`src/rtl/risc_ctrl_pkg.sv`:
```
// Shared encodings for the RISC control sequencer.
// Holds the FSM state codes, opcode constants and class boundaries, and the
// instruction-register field positions used by the sequencer and its decoder.
package risc_ctrl_pkg;

  // FSM state codes; code 7 is unused and recovers to StFetch.
  localparam logic [2:0] StFetch     = 3'd0;
  localparam logic [2:0] StDecode    = 3'd1;
  localparam logic [2:0] StRegread   = 3'd2;
  localparam logic [2:0] StExecute   = 3'd3;
  localparam logic [2:0] StMem       = 3'd4;
  localparam logic [2:0] StWriteback = 3'd5;
  localparam logic [2:0] StHalt      = 3'd6;

  // Opcode classes: 0x0-0x7 ALU, 0x8 load, 0x9 store, 0xA-0xE branch, 0xF halt.
  localparam logic [3:0] OpAluLast     = 4'h7;
  localparam logic [3:0] OpLoad        = 4'h8;
  localparam logic [3:0] OpStore       = 4'h9;
  localparam logic [3:0] OpBranchFirst = 4'hA;
  localparam logic [3:0] OpBranchLast  = 4'hE;
  localparam logic [3:0] OpHalt        = 4'hF;

  // Instruction register field positions.
  localparam int unsigned OpcodeMsb = 15;
  localparam int unsigned OpcodeLsb = 12;
  localparam int unsigned FieldDMsb = 11;
  localparam int unsigned FieldDLsb = 9;
  localparam int unsigned FieldAMsb = 8;
  localparam int unsigned FieldALsb = 6;
  localparam int unsigned FieldBMsb = 5;
  localparam int unsigned FieldBLsb = 3;

endpackage

```
`src/rtl/risc_op_decode.sv`:
```
// Combinational opcode classifier for the RISC control sequencer.
// Ports:
//   opcode_i     - IR[15:12]
//   is_alu_o     - ALU class (writes back ALU result)
//   is_load_o    - LOAD
//   is_store_o   - STORE
//   is_branch_o  - BRANCH class
//   is_halt_o    - HALT
module risc_op_decode
  import risc_ctrl_pkg::*;
(
  input  logic [3:0] opcode_i,
  output logic       is_alu_o,
  output logic       is_load_o,
  output logic       is_store_o,
  output logic       is_branch_o,
  output logic       is_halt_o
);

  always_comb begin
    is_alu_o    = (opcode_i <= OpAluLast);
    is_load_o   = (opcode_i == OpLoad);
    is_store_o  = (opcode_i == OpStore);
    is_branch_o = (opcode_i >= OpBranchFirst) && (opcode_i <= OpBranchLast);
    is_halt_o   = (opcode_i == OpHalt);
  end

endmodule

```
`src/rtl/risc_ctrl_unit.sv`:
```
// Multi-cycle control sequencer for the 16-bit RISC core.
// Fetches over a ready-handshaked memory port into the IR, then walks the
// datapath through decode, register read, execute, memory and writeback.
// Ports:
//   I_clk, I_rst        - clock, synchronous active-high reset
//   I_mem_rdata         - memory read data (instruction during fetch)
//   I_mem_ready         - completes the outstanding memory request
//   I_stall             - datapath freeze (honoured outside fetch/mem)
//   O_mem_req, O_mem_we - memory request / store select
//   O_wb_sel            - writeback source: 0 ALU, 1 memory
//   O_regfile_en/_we    - register file enable / write enable
//   O_selA/B/D          - register selects IR[8:6], IR[5:3], IR[11:9]
//   O_alu_en            - ALU enable
//   O_pc_inc/_update    - one-cycle PC strobes
//   O_instr, O_state    - IR and current state
//   O_retired           - retired-instruction counter (mod 2^16)
module risc_ctrl_unit
  import risc_ctrl_pkg::*;
(
  input  logic        I_clk,
  input  logic        I_rst,
  input  logic [15:0] I_mem_rdata,
  input  logic        I_mem_ready,
  input  logic        I_stall,
  output logic        O_mem_req,
  output logic        O_mem_we,
  output logic        O_wb_sel,
  output logic        O_regfile_en,
  output logic        O_regfile_we,
  output logic [2:0]  O_selA,
  output logic [2:0]  O_selB,
  output logic [2:0]  O_selD,
  output logic        O_alu_en,
  output logic        O_pc_inc,
  output logic        O_pc_update,
  output logic [15:0] O_instr,
  output logic [2:0]  O_state,
  output logic [15:0] O_retired
);

  logic [2:0]  state_q, state_d;
  logic [15:0] ir_q, ir_d;
  logic [15:0] retired_q, retired_d;

  logic is_alu, is_load, is_store, is_branch, is_halt;
  logic retire;
  logic mem_req, mem_we, wb_sel, rf_en, rf_we, alu_en, pc_inc, pc_update;

  risc_op_decode u_op_decode (
    .opcode_i    (ir_q[OpcodeMsb:OpcodeLsb]),
    .is_alu_o    (is_alu),
    .is_load_o   (is_load),
    .is_store_o  (is_store),
    .is_branch_o (is_branch),
    .is_halt_o   (is_halt)
  );

  // Next state and strobes. A stall simply withholds the advancing branch of
  // each stallable state, which also suppresses its strobes and any retire.
  always_comb begin
    state_d   = state_q;
    ir_d      = ir_q;
    retire    = 1'b0;
    mem_req   = 1'b0;
    mem_we    = 1'b0;
    wb_sel    = 1'b0;
    rf_en     = 1'b0;
    rf_we     = 1'b0;
    alu_en    = 1'b0;
    pc_inc    = 1'b0;
    pc_update = 1'b0;
    case (state_q)
      StFetch: begin
        mem_req = 1'b1;
        if (I_mem_ready) begin
          ir_d    = I_mem_rdata;
          pc_inc  = 1'b1;
          state_d = StDecode;
        end
      end
      StDecode: begin
        if (!I_stall) state_d = is_halt ? StHalt : StRegread;
      end
      StRegread: begin
        if (!I_stall) begin
          rf_en   = 1'b1;
          state_d = StExecute;
        end
      end
      StExecute: begin
        if (!I_stall) begin
          alu_en = 1'b1;
          if (is_alu) begin
            state_d = StWriteback;
          end else if (is_load || is_store) begin
            state_d = StMem;
          end else begin
            pc_update = is_branch;
            retire    = is_branch;
            state_d   = StFetch;
          end
        end
      end
      StMem: begin
        mem_req = 1'b1;
        mem_we  = is_store;
        if (I_mem_ready) begin
          retire  = is_store;
          state_d = is_store ? StFetch : StWriteback;
        end
      end
      StWriteback: begin
        wb_sel = is_load;
        if (!I_stall) begin
          rf_en   = 1'b1;
          rf_we   = 1'b1;
          retire  = 1'b1;
          state_d = StFetch;
        end
      end
      StHalt: state_d = StHalt;
      default: state_d = StFetch;
    endcase
    retired_d = retired_q + {15'd0, retire};
  end

  always_ff @(posedge I_clk) begin
    if (I_rst) begin
      state_q   <= StFetch;
      ir_q      <= '0;
      retired_q <= '0;
    end else begin
      state_q   <= state_d;
      ir_q      <= ir_d;
      retired_q <= retired_d;
    end
  end

  // Reset blanks every output combinationally, including in the first reset cycle.
  always_comb begin
    O_mem_req    = mem_req & ~I_rst;
    O_mem_we     = mem_we & ~I_rst;
    O_wb_sel     = wb_sel & ~I_rst;
    O_regfile_en = rf_en & ~I_rst;
    O_regfile_we = rf_we & ~I_rst;
    O_alu_en     = alu_en & ~I_rst;
    O_pc_inc     = pc_inc & ~I_rst;
    O_pc_update  = pc_update & ~I_rst;
    O_selA       = I_rst ? 3'd0 : ir_q[FieldAMsb:FieldALsb];
    O_selB       = I_rst ? 3'd0 : ir_q[FieldBMsb:FieldBLsb];
    O_selD       = I_rst ? 3'd0 : ir_q[FieldDMsb:FieldDLsb];
    O_instr      = I_rst ? 16'd0 : ir_q;
    O_state      = I_rst ? 3'd0 : state_q;
    O_retired    = I_rst ? 16'd0 : retired_q;
  end

endmodule

```
`config.mk`:
```
export PLATFORM = sky130hd
export DESIGN_NAME = risc_ctrl_unit
export DESIGN_NICKNAME = d
export VERILOG_FILES = /design/src/rtl/risc_ctrl_pkg.sv /design/src/rtl/risc_op_decode.sv /design/src/rtl/risc_ctrl_unit.sv
export SDC_FILE = /design/constraint.sdc
export NUM_CORES = 1
export LEC_CHECK = 0
export BUFFER_PORTS_ARGS = -buffer_cell sky130_fd_sc_hd__buf_2
export CAP_MARGIN = 20
export CELL_PAD_IN_SITES_DETAIL_PLACEMENT = 1
export CELL_PAD_IN_SITES_GLOBAL_PLACEMENT = 1
export CORE_MARGIN = 2
export CORE_UTILIZATION = 35
export CTS_CLUSTER_SIZE = 24
export DETAILED_ROUTE_END_ITERATION = 16
export PLACE_DENSITY = 0.89
export SYNTH_ARGS = -nofsm -noshare
export SYNTH_HDL_FRONTEND = slang
export SYNTH_SLANG_ARGS = --single-unit
export TNS_END_PERCENT = 20
```
`constraint.sdc`:
```
create_clock -name I_clk -period 2.8 [get_ports I_clk]
set_input_delay 0.56 -clock I_clk [delete_from_list [all_inputs] [get_ports I_clk]]
set_output_delay 0.56 -clock I_clk [all_outputs]
set_load 0.005 [all_outputs]
```
# Word-level counts from Yosys, hierarchy flattened

Index checks and enable logic that the tools add are counted.

Flip-flop bits (word level): 35
Word-level logic and storage cells: 70
Output and inout port bits: 52

Add/subtract/negate cells: 1
Reduce and logical (&&, ||, !) cells: 7
Equality and inequality tests: 15
Muxes and demuxes: 32
Order comparisons: 3
Bitwise gates (word level): 9

Operator list:

| kind                                                                   | number |
|---|---|
| 3-bit two-way mux                                                      | 14 |
| 16-bit two-way mux                                                     | 2 |
| 3-bit one-hot mux with 7 select lines                                  | 1 |
| 16-bit by 1-bit adder with 16-bit output                               | 1 |
| 1-bit two-way mux                                                      | 14 |
| 4-bit == test (second input constant)                                  | 3 |
| 2-bit inequality test (second input constant)                          | 6 |
| 3-bit == test (second input constant)                                  | 3 |
| 1-bit AND                                                              | 8 |
| 3-bit by 2-bit == test with 1-bit output (second input constant)       | 2 |
| 6-bit AND reduction                                                    | 1 |
| 4-bit greater-or-equal comparator (second input constant)              | 1 |
| 4-bit by 3-bit <= comparator with 1-bit output (second input constant) | 1 |
| 4-bit <= comparator (second input constant)                            | 1 |
| 2-bit OR reduction                                                     | 2 |
| 3-bit by 1-bit == test with 1-bit output (second input constant)       | 1 |
| 3-bit logical NOT                                                      | 1 |
| 1-bit one-hot mux with 3 select lines                                  | 1 |
| 2-bit AND reduction                                                    | 1 |
| 1-bit logical AND                                                      | 1 |
| 1-bit logical OR                                                       | 1 |
| 1-bit NOT                                                              | 1 |

# Longest topological paths before layout

Gate-level depths: netlist of run 1.

Depth after elaboration: 7
Depth in mapped cells: 11

# By module

A second synthesis of run 1 with hierarchy kept.

Cells, all modules: 255
Area, all modules: 1,973.1 sq um

Modules (own cells, without submodules):

| module         | cells an instance | instances | seq. area each (sq um) | area an instance (sq um) |
|---|---|---|---|---|
| risc_ctrl_unit | 247               | 1         | 700.7                  | 1,929.4 |
| risc_op_decode | 8                 | 1         | 0.0                    | 43.8 |

# Worst setup path before layout of run 1

No wires, ideal clock.

Path type: register to register
Start: register state_q[1]
End: register retired_q[12]
Library setup time: 117 ps
Buffers on the path: 0
Cell stages (with the launch flop): 11
Data required time: 2,683 ps
Clock period less this slack: 2,048 ps
Arrival time: 1,931 ps
Path slack: 752 ps
Cell sequence: dfxtp_1 -> nor2b_1 -> nand4_1 -> a21oi_1 -> a41o_1 -> ha_1 -> ha_1 -> nand2_1 -> nor4_2 -> xnor2_1 -> nor2_2

Word-level cells in the longest chain between the ends: 3
Elaborated cells on any way between the ends: 5
Classes of those cells: add/sub: 1; eq/ne: 3; mux: 1

Ends and longest elaborated chain:

| element                                                                          | line                  | text |
|---|---|---|
| from (decl)                                                                      | risc_ctrl_unit.sv:41  | `logic [2:0] state_q, state_d;` |
| from (signal assigned)                                                           | risc_ctrl_unit.sv:129 | `state_q <= StFetch;` |
| from (signal assigned)                                                           | risc_ctrl_unit.sv:133 | `state_q <= state_d;` |
| 3-bit == test / 3-bit by 2-bit == test with 1-bit output (equally long branches) | risc_ctrl_unit.sv:72  | `case (state_q)` |
| 1-bit one-hot mux with 3 select lines (*)                                        | risc_ctrl_unit.sv:72  |  |
| 16-bit by 1-bit adder with 16-bit output (*)                                     | risc_ctrl_unit.sv:124 | `retired_d = retired_q + {15'd0, retire};` |
| to (signal assigned)                                                             | risc_ctrl_unit.sv:135 | `retired_q <= retired_d;` |
| to (decl)                                                                        | risc_ctrl_unit.sv:43  | `logic [15:0] retired_q, retired_d;` |

Every way passes the cells marked *; elsewhere a longest branch is shown, timed or not.
A chain may end at the register's enable or synchronous reset.

# Worst setup path after layout of run 1

Start: register state_q[2]
End: register retired_q[14]

The elaborated chain is that of the path after synthesis.

==> results.md, run 1 <==
- Final worst setup slack: 431 ps
- # hold bufs at CTS: 0
- Top fanout value on the critical path: 5
- Met2 WL: 2470 um
- DRC Markers: 0
- Share of the yosys chip area belonging to registers: 35.5%
- Cell Area, Placed: approximately 2300 sq um
- Critical Setup Path Class: reg2reg
- Hold depth: 2
- Post-DP HPWL: 3730 um
- Post-Syn Area: 1970 sq um
- Share of post-route cells with drive strength above 1: approximately a third
- Final instance area: 2400 sq um
- Seq pwr share: 46.7%
- Commonest non-fill, non-tap cell in the layout: buf_2
- EDFF count, synth: 0
- Post-CTS setup buffer count: 0
- Setup WS pre-CTS: 412 ps
- Post-synthesis area per instance: around 8 sq um
- Final Skew: around 7.1 ps
- CTS buffer count: 5
- Sw power: between 300 and 400 uW
- Part of the power in the clock network: 31.3%
- Top layer reached by signal wires: met4
- Power Dens Cells: about 500 nW/um^2
- Routed met3 length: 230 um
- Gr ovfl total: 0
- Net Sw Frac: a little under a third
- Drt wl/cell: about 13 um
- Initial DRC Count: 46
- # Max-Cap Violations: 0
- Worst Hold Endpoint: ir_q[3]$_SDFFE_PP0P_
- R2R cell count: 10
- Post-cts sizing count: 0
- Worst path required time: 2980 ps
- Unrepaired setup endpoints after global routing: false
- Arr. time, crit path: between 2000 and 3000 ps
- Worst-margin pin slew: around 840 ps
- Vias in the first global route: 1,765
- Detail Route Antenna Nets: 0
- Sinks on Clock Net: 35
- Initial Util: 36.0%
- #FFs+latches synth: 35
- Worst rel slew slack: a little over two fifths
- VDD IR-drop max: 282 uV
- Vias per inst: between 4 and 5
- Top FF cell, synth: dfxtp_1
- Die width: between 70 and 80 um
- Critical path capture point type: register
- Port Buffers: 71
- Setup TNS: 0 ps
- Unique masters post-synth: between 40 and 50
- Nets: around 330
- Htree depth: 2
- Worst hold path type: reg2reg
- Synth warnings: 0
- P_leak: 0.00106 uW
- Reg-to-reg critical path endpoint: retired_q[14]$_SDFF_PP0_
- Startpoint Class: register
- Largest net degree at the start of global routing: 49
- GR Util All Layers: about 16%
- Via count: roughly 1,900
- Slew Limit Fails: 0
- Final Cycle Share: between 80 and 90%
- Internal reg-to-reg setup slack: about 430 ps
- Hold Vio Cnt, Final: 0
- Net Count, Synth: 270
- Die outline height: just under 80 um
- Fraction of registers with async set/reset: 0%
- Final Critical Period: around 2400 ps
- First-pass GRT wire length: ~8000 um
- R2r startpoint: state_q[2]$_SDFFE_PP0P_
- Area delta synth->final: 21.5%
- Ports: just over 70
- Internal: roughly 810 uW
- Die area: around 6300 sq um
- CTS tree: yes
- M1 wire length: roughly 2200 um
- Initial DRT Pass Iterations: 4
- Clk pin slew, worst setup/hold paths: about 70 ps
- Combinational share of power: approximately 22%
- Core area: ~5500 sq um
- Clock root buffer: clkbuf_8
- Pwr Total: about 1200 uW
- Finished Core Util: between 40% and 50%
- Initial antenna violation count: 0
- Clk_lat worst skew: around 290 ps
- Hold_sp: ir_q[3]$_SDFFE_PP0P_
- Final Wtd Congestion: roughly 0.79
- Antenna Cells: 0
- Clock Path Buffers: 2
- Setup violators final: 0
- Fmax: about 420 MHz
- Synth Instances: around 250
- Drt total wl: approximately 5000 um
- Num rows: 27
- Most frequent cells in the layout: 71 x buf_2, 40 x nand2_1, 35 x dfxtp_1
- Status: finished, final reports clean
-- critical path, stage by stage (launching register included) --
cell and delay [ps]:
dfxtp_1 370, nor2b_1 290, nand4_1 170, a21oi_1 190, a41o_1 120, ha_1 230
ha_1 200, nand2_1 130, nor4_2 330, xnor2_1 180, nor2_2 40
-- sequential cells by signal, summed over array words and instances (netlist names) --
register / flops
ir_q: 16
retired_q: 16
state_q: 3
-- stage by stage --
stage	std cells	hold slack [ps]
floorplan	247	432
global placement	371	437
detailed placement	371	444
CTS	379	455
global route	379	478
finish	379	453
-- layout make-up --
cell class | count | area [sq um]
Fill cell | 711 | 3080
Clock buffer | 5 | 68.8
Inverter | 5 | 18.8
Timing Repair Buffer | 76 | 393
Tap cell | 72 | 90.1
Sequential cell | 35 | 701
Multi-Input combinational cell | 183 | 1100
Clock inverter | 3 | 20.0
-- how the worst max path moves through the flow --
stage                               endpoint  depth (start not counted)                     from  slack [ps]
floorplan           retired_q[12]$_SDFF_PP0_                         10  state_q[1]$_SDFFE_PP0P_         750
global placement    retired_q[14]$_SDFF_PP0_                         10  state_q[2]$_SDFFE_PP0P_         630
detailed placement  retired_q[14]$_SDFF_PP0_                         10  state_q[2]$_SDFFE_PP0P_         410
CTS                 retired_q[14]$_SDFF_PP0_                         10  state_q[2]$_SDFFE_PP0P_         400
global route        retired_q[14]$_SDFF_PP0_                         10  state_q[2]$_SDFFE_PP0P_         130
finish              retired_q[14]$_SDFF_PP0_                         10  state_q[2]$_SDFFE_PP0P_         430
-- synth_stat cells, drive strengths merged, types with 3 or more instances --
cell type / instances / share of area, %
a21oi: 21 / 5.3
buf: 22 / 7.1
nor4: 5 / 2.9
xnor2: 9 / 4.0
nor3: 10 / 2.5
o21ai: 5 / 1.3
ha: 3 / 1.9
nand3: 8 / 2.5
nand2: 40 / 7.6
inv: 5 / 0.95
nor2: 22 / 4.7
dfxtp: 35 / 36
nand4: 4 / 1.6
nor2b: 34 / 11
-- logic make-up after synthesis --
| kind of cell | Yosys count | share of synthesized area, % |
|---|---|---|
| adders and majority gates | 3 | 1.90 |
| AOI/OAI and AO/OA | 35 | 10.8 |
| muxes | 1 | 0.571 |
| xor gates and xnor gates | 11 | 4.89 |
| and+or+nand+nor | 133 | 37.9 |
| buffers and inverters | 29 | 8.44 |
| DFF | 35 | 35.5 |
-- power by group through the flow --
stage / Clock, uW / Combinational (uW) / Sequential (uW)
3_3_place_gp: 0 / 258 / 562
3_5_place_dp: 0 / 263 / 565
6_report: 370 / 260 / 552
4_1_cts: 389 / 265 / 553
5_1_grt: 411 / 293 / 558
2_1_floorplan: 0 / 192 / 562
-- per-layer routing --
metal | GRT usage, % | vias up
li1 | - | 928
met1 | 20.5 | 875
met2 | 27.5 | 41
met3 | 3.64 | 6
met4 | 5.69 | 0
met5 | 0 | -
Note: power is estimated with default switching activity, not from simulation.
==> run 2, diff against run 1 <==
--- a/config.mk
+++ b/config.mk
@@ -10,10 +10,10 @@
 export CELL_PAD_IN_SITES_DETAIL_PLACEMENT = 1
 export CELL_PAD_IN_SITES_GLOBAL_PLACEMENT = 1
 export CORE_MARGIN = 2
-export CORE_UTILIZATION = 35
+export CORE_UTILIZATION = 32
 export CTS_CLUSTER_SIZE = 24
 export DETAILED_ROUTE_END_ITERATION = 16
-export PLACE_DENSITY = 0.89
+export PLACE_DENSITY = 0.87
 export SYNTH_ARGS = -nofsm -noshare
 export SYNTH_HDL_FRONTEND = slang
 export SYNTH_SLANG_ARGS = --single-unit
==> constraint.sdc (replaced) <==
create_clock -name I_clk -period 2.1 [get_ports I_clk]
set_input_delay 0.42 -clock I_clk [delete_from_list [all_inputs] [get_ports I_clk]]
set_output_delay 0.42 -clock I_clk [all_outputs]
set_load 0.005 [all_outputs]
==> results.md, run 2 (synthesized netlist as in run 1, its figures left out) <==
- Clock Path Buffers: 2
- Setup violators final: 0
- Initial DRT Pass Iterations: 4
- Final Skew: 7.88 ps
- Status: finished, final reports clean
- Sw power: just under 500 uW
- GR Util All Layers: about 16%
- Combinational share of power: about a quarter
- Startpoint Class: register
- Setup WS pre-CTS: -93.3 ps
- Die outline height: around 83 um
- Initial antenna violation count: 0
- Worst Hold Endpoint: ir_q[5]$_SDFFE_PP0P_
- Vias per inst: a little under 5
- Final Critical Period: approximately 2000 ps
- Worst-margin pin slew: about 480 ps
- Hold slack: around 370 ps
- Gr ovfl total: 0
- Clock root buffer: clkbuf_8
- CTS tree: yes
- Ports: 72
- Via count: ~1,900
- Detail Route Antenna Nets: 0
- Top fanout value on the critical path: 6
- CTS buffer count: 5
- Part of the power in the clock network: around 32%
- Hold depth: 3
- Nets: 340
- VDD IR-drop max: around 320 uV
- Net Sw Frac: ~29%
- DRC Markers: 0
- Hold_sp: I_mem_rdata[5]
- P_leak: approximately 0.0011 uW
- Final Cycle Share: between 90% and 100%
- Final Wtd Congestion: between 0.8 and 0.9
- Fmax: a little over 500 MHz
- # Max-Cap Violations: 0
- Cell Area, Placed: 2420 sq um
- # hold bufs at CTS: 0
- Worst rel slew slack: about two thirds
- R2r startpoint: ir_q[14]$_SDFFE_PP0P_
- Beginning of the critical path: ir_q[14]$_SDFFE_PP0P_
- Clk_lat worst skew: 280 ps
- Initial Util: about a third
- Die width: ~83 um
- Die area: about 6800 sq um
- Unrepaired setup endpoints after global routing: false
- Arr. time, crit path: ~2200 ps
- Critical Setup Path Class: reg2reg
- Drt wl/cell: between 10 and 15 um
- Share of post-route cells with drive strength above 1: roughly two fifths
- Post-DP HPWL: a little over 4000 um
- Reg-to-reg critical path endpoint: retired_q[6]$_SDFF_PP0_
- Largest net degree at the start of global routing: 31
- Setup TNS: 0 ps
- Hold Vio Cnt, Final: 0
- Seq pwr share: 44.0%
- Drt total wl: between 5000 and 6000 um
- Worst hold path type: in2reg
- Final instance area: around 2600 sq um
- First-pass GRT wire length: roughly 8500 um
- Core area: a little under 6000 sq um
- Post-CTS setup buffer count: 0
- Antenna Cells: 0
- R2R cell count: 9
- Slew Limit Fails: 0
- Worst path required time: 2310 ps
- Largest registers: ir_q (16), retired_q (16), state_q (3)
- Vias in the first global route: between 1,500 and 2,000
- Final worst setup slack: 122 ps
- Clk pin slew, worst setup/hold paths: ~80 ps
- Most frequent cells in the layout: 71 x buf_2, 39 x nand2_1, 33 x nor2b_1
- Num rows: 28
- Commonest non-fill, non-tap cell in the layout: buf_2
- Htree depth: 2
- Power Dens Cells: roughly 650 nW/um^2
- Sinks on Clock Net: 35
- Placed insts: 385
- Internal reg-to-reg setup slack: between 100 and 150 ps
- Critical path capture point type: register
- Internal: about 1200 uW
- Port Buffers: 71
- Area delta synth->final: 30.6%
- Layout Cells excl Fill: between 300 and 400
- Initial DRC Count: 42
==> run 2: cell count changes in the layout (fill, tap and decap cells not counted), sizes merged <==
cell      previous run  this run
buf                 76        87
clkinv               1         0
clkinvlp             2         1
clkbuf               5         7
==> run 2: worst max path at each step <==
stage	endpoint	slack, ps
3_3_place_gp	retired_q[14]$_SDFF_PP0_	30
3_5_place_dp	retired_q[12]$_SDFF_PP0_	-90
4_1_cts	retired_q[15]$_SDFF_PP0_	-30
6_report	retired_q[6]$_SDFF_PP0_	120
5_1_grt	retired_q[6]$_SDFF_PP0_	7
2_1_floorplan	retired_q[12]$_SDFF_PP0_	50
==> run 2: stage by stage <==
step                      total power, uW  util [%]
after floorplan                      1010         -
after global placement               1140      40.6
after detailed placement             1150      40.6
after CTS                            1700      42.5
after global routing                 1790      43.2
final                                1680      43.2
==> run 2: layout make-up <==
type	count	area [sq um]
Clock buffer	7	96.3
Fill cell	782	3380
Inverter	5	18.8
Sequential cell	35	709
Clock inverter	1	7.51
Multi-Input combinational cell	183	1150
Timing Repair Buffer	87	500
Tap cell	75	93.8
==> run 2: timing repair <==
action                     in CTS  in global routing
pin swaps                       2                  1
setup endpoints to repair       5                 12
resized for setup               3                 12
==> run 2: critical path: stages, from the launching register on <==
cell     delay (ps)
dfxtp_2         380
o21a_1          150
nand4_1         140
a21oi_2         150
a41o_1          140
ha_4            160
ha_2            190
nand2_2         100
or3_1           340
a21oi_1         160
==> run 2: power by group through the flow <==
stage | Clock, uW | Sequential (uW) | Combinational (uW)
6_report | 544 | 738 | 396
5_1_grt | 596 | 745 | 448
4_1_cts | 563 | 737 | 398
3_5_place_dp | 0 | 752 | 396
3_3_place_gp | 0 | 749 | 388
2_1_floorplan | 0 | 749 | 256
==> run 2: layer usage <==
| metal | up-vias | track usage (%) | routed length [um] |
|---|---|---|---|
| li1 | 952 | - | - |
| met1 | 918 | 19.7 | 2320 |
| met2 | 45 | 28.1 | 2670 |
| met3 | 5 | 3.04 | 262 |
| met4 | 0 | 4.26 | 36 |
| met5 | - | 0 | 0 |
==> run 3, diff against run 2 <==
--- a/config.mk
+++ b/config.mk
@@ -9,7 +9,7 @@
 export CAP_MARGIN = 20
 export CELL_PAD_IN_SITES_DETAIL_PLACEMENT = 1
 export CELL_PAD_IN_SITES_GLOBAL_PLACEMENT = 1
-export CORE_MARGIN = 2
+export CORE_MARGIN = 1
 export CORE_UTILIZATION = 32
 export CTS_CLUSTER_SIZE = 24
 export DETAILED_ROUTE_END_ITERATION = 16
==> results.md, run 3 (synthesized netlist as in run 1, its figures left out) <==
- Fmax: 504 MHz
- Port Buffers: 71
- Antenna Cells: 0
- Net Sw Frac: about 28%
- Vias per inst: around 4.8
- Die width: approximately 81 um
- Final Wtd Congestion: slightly below 0.9
- Crit path cell chain: buf_4 -> inv_2 -> nand3_1 -> a21oi_1 -> a41o_1 -> ha_4 -> ha_4 -> nand2_4 -> nor4_4 -> xnor2_2 -> nor2_2
- Worst stage delay on the critical path: approximately 320 ps
- Share of post-route cells with drive strength above 1: 39.0%
- Nets: 340
- Detail Route Antenna Nets: 0
- Hold depth: 3
- Combinational share of power: 22.2%
- Worst-margin pin slew: between 400 and 500 ps
- Clk pin slew, worst setup/hold paths: 70 ps
- Drt wl/cell: ~14 um
- Ports: 72
- Initial DRT Pass Iterations: 2
- Largest registers: ir_q (16), retired_q (16), state_q (3)
- P_leak: 0.00117 uW
- Sinks on Clock Net: 35
- Commonest non-fill, non-tap cell in the layout: buf_2
- Clock Path Buffers: 2
- Die outline height: between 80 and 90 um
- # Max-Cap Violations: 0
- Arr. time, crit path: about 2200 ps
- Num rows: 28
- Worst path required time: around 2300 ps
- GR Util All Layers: about 17%
- Slew Limit Fails: 0
- Top fanout value on the critical path: 11
- Initial DRC Count: 53
- Fillers: 750
- Critical path capture point type: register
- Area delta synth->final: 32.1%
- Slowest-stage cell, CP: nor4_4
- # hold bufs at CTS: 0
- Vias in the first global route: roughly 1,800
- Final Skew: roughly 3.0 ps
- First-pass GRT wire length: about 8500 um
- Initial antenna violation count: 0
- Largest net degree at the start of global routing: 54
- Seq pwr share: a little over two fifths
- Drt total wl: 5420 um
- Via count: around 1,900
- Status: finished, final reports clean
- R2R cell count: 11
- Power Dens Cells: about 680 nW/um^2
- Levels on crit path: 11
- Final Critical Period: ~2000 ps
- VDD IR-drop max: 357 uV
- CTS tree: yes
- Post-CTS setup buffer count: 0
- Final Cycle Share: between 90 and 100%
- CTS buffer count: 5
- Buffers & Inverters on Critical Path: 2
- Core area: between 5000 and 6000 sq um
- Worst rel slew slack: between 60% and 70%
- Critical Setup Path Class: reg2reg
- Crit path top cell by count: ha_4
- Finished Core Util: a little over two fifths
- Clk_lat worst skew: around 280 ps
- Internal: between 1000 and 1500 uW
- Sw power: between 400 and 500 uW
- Part of the power in the clock network: between 30% and 40%
- Post-DP HPWL: about 4000 um
- Pwr Total: roughly 1800 uW
- CP delay by family, top: simple AND/OR/NAND/NOR gates
- Htree depth: 2
- Gr ovfl total: 0
- Startpoint Class: register
- DRC Markers: 0
- Setup violators final: 0
- Hold Vio Cnt, Final: 0
- Clock root buffer: clkbuf_8
- Initial Util: between 30% and 40%
- Worst hold path type: in2reg
- Die area: around 6500 sq um
- Most frequent cells in the layout: 71 x buf_2, 39 x nand2_1, 33 x nor2b_1
[run 3: layout make-up]
cell class	count	area (sq um)	share of cell area [%]
repair buffers	87	488	18.7
clock buffers	6	82.6	3.17
clock inverters	2	35.0	1.34
inverters	5	18.8	0.720
flip-flops and latches	35	706	27.1
well taps	75	93.8	3.60
multi-input cells	183	1180	45.3
[run 3: metrics by stage]
| stage | setup WS (ps) | hold WS [ps] | cells | instance area (sq um) | TNS, ps |
|---|---|---|---|---|---|
| floorplan | 52.1 | 432 | 247 | 1970 | 0 |
| global placement | 47.9 | 439 | 385 | 2410 | 0 |
| detailed placement | -90.2 | 443 | 385 | 2410 | -213 |
| CTS | 15.5 | 367 | 393 | 2530 | 0 |
| global route | -27.3 | 355 | 393 | 2610 | -27.3 |
| finish | 114 | 373 | 393 | 2610 | 0 |
[run 3: worst min-delay path, cell delays in order]
cell     delay (ps)
buf_2           100
nand2_1          40
a21oi_1          50
[run 3: routing by layer]
metal,part of all wire [%],up-vias,global-route usage (%),routed length [um]
met4,0.46,0,3.21,25
met3,4.7,5,3.75,256
met2,50,46,30.3,2700
met1,45,898,20.3,2440
met5,0,-,0,0
li1,-,950,-,-
[run 3: final timing paths]
path                      startpoint                       end  slack (ps)
max reg2reg  state_q[1]$_SDFFE_PP0P_  retired_q[14]$_SDFF_PP0_         110
min                  I_mem_rdata[11]     ir_q[11]$_SDFFE_PP0P_         370
max          state_q[1]$_SDFFE_PP0P_  retired_q[14]$_SDFF_PP0_         110
min reg2reg     ir_q[2]$_SDFFE_PP0P_      ir_q[2]$_SDFFE_PP0P_         450
[run 3: what timing repair did]
item | 4_1_cts | 5_1_grt
hold endpoints to repair | 0 | 0
pin swaps | 2 | 2
cloned | 0 | 0
resized for setup | 3 | 15
setup endpoints to repair | 4 | 7
[run 3: power by group through the flow]
stage          Combinational [uW]  Clock, uW  Sequential (uW)
2_1_floorplan                 256          0              749
3_3_place_gp                  379          0              750
3_5_place_dp                  392          0              755
4_1_cts                       394        643              740
5_1_grt                       437        681              749
6_report                      392        629              742
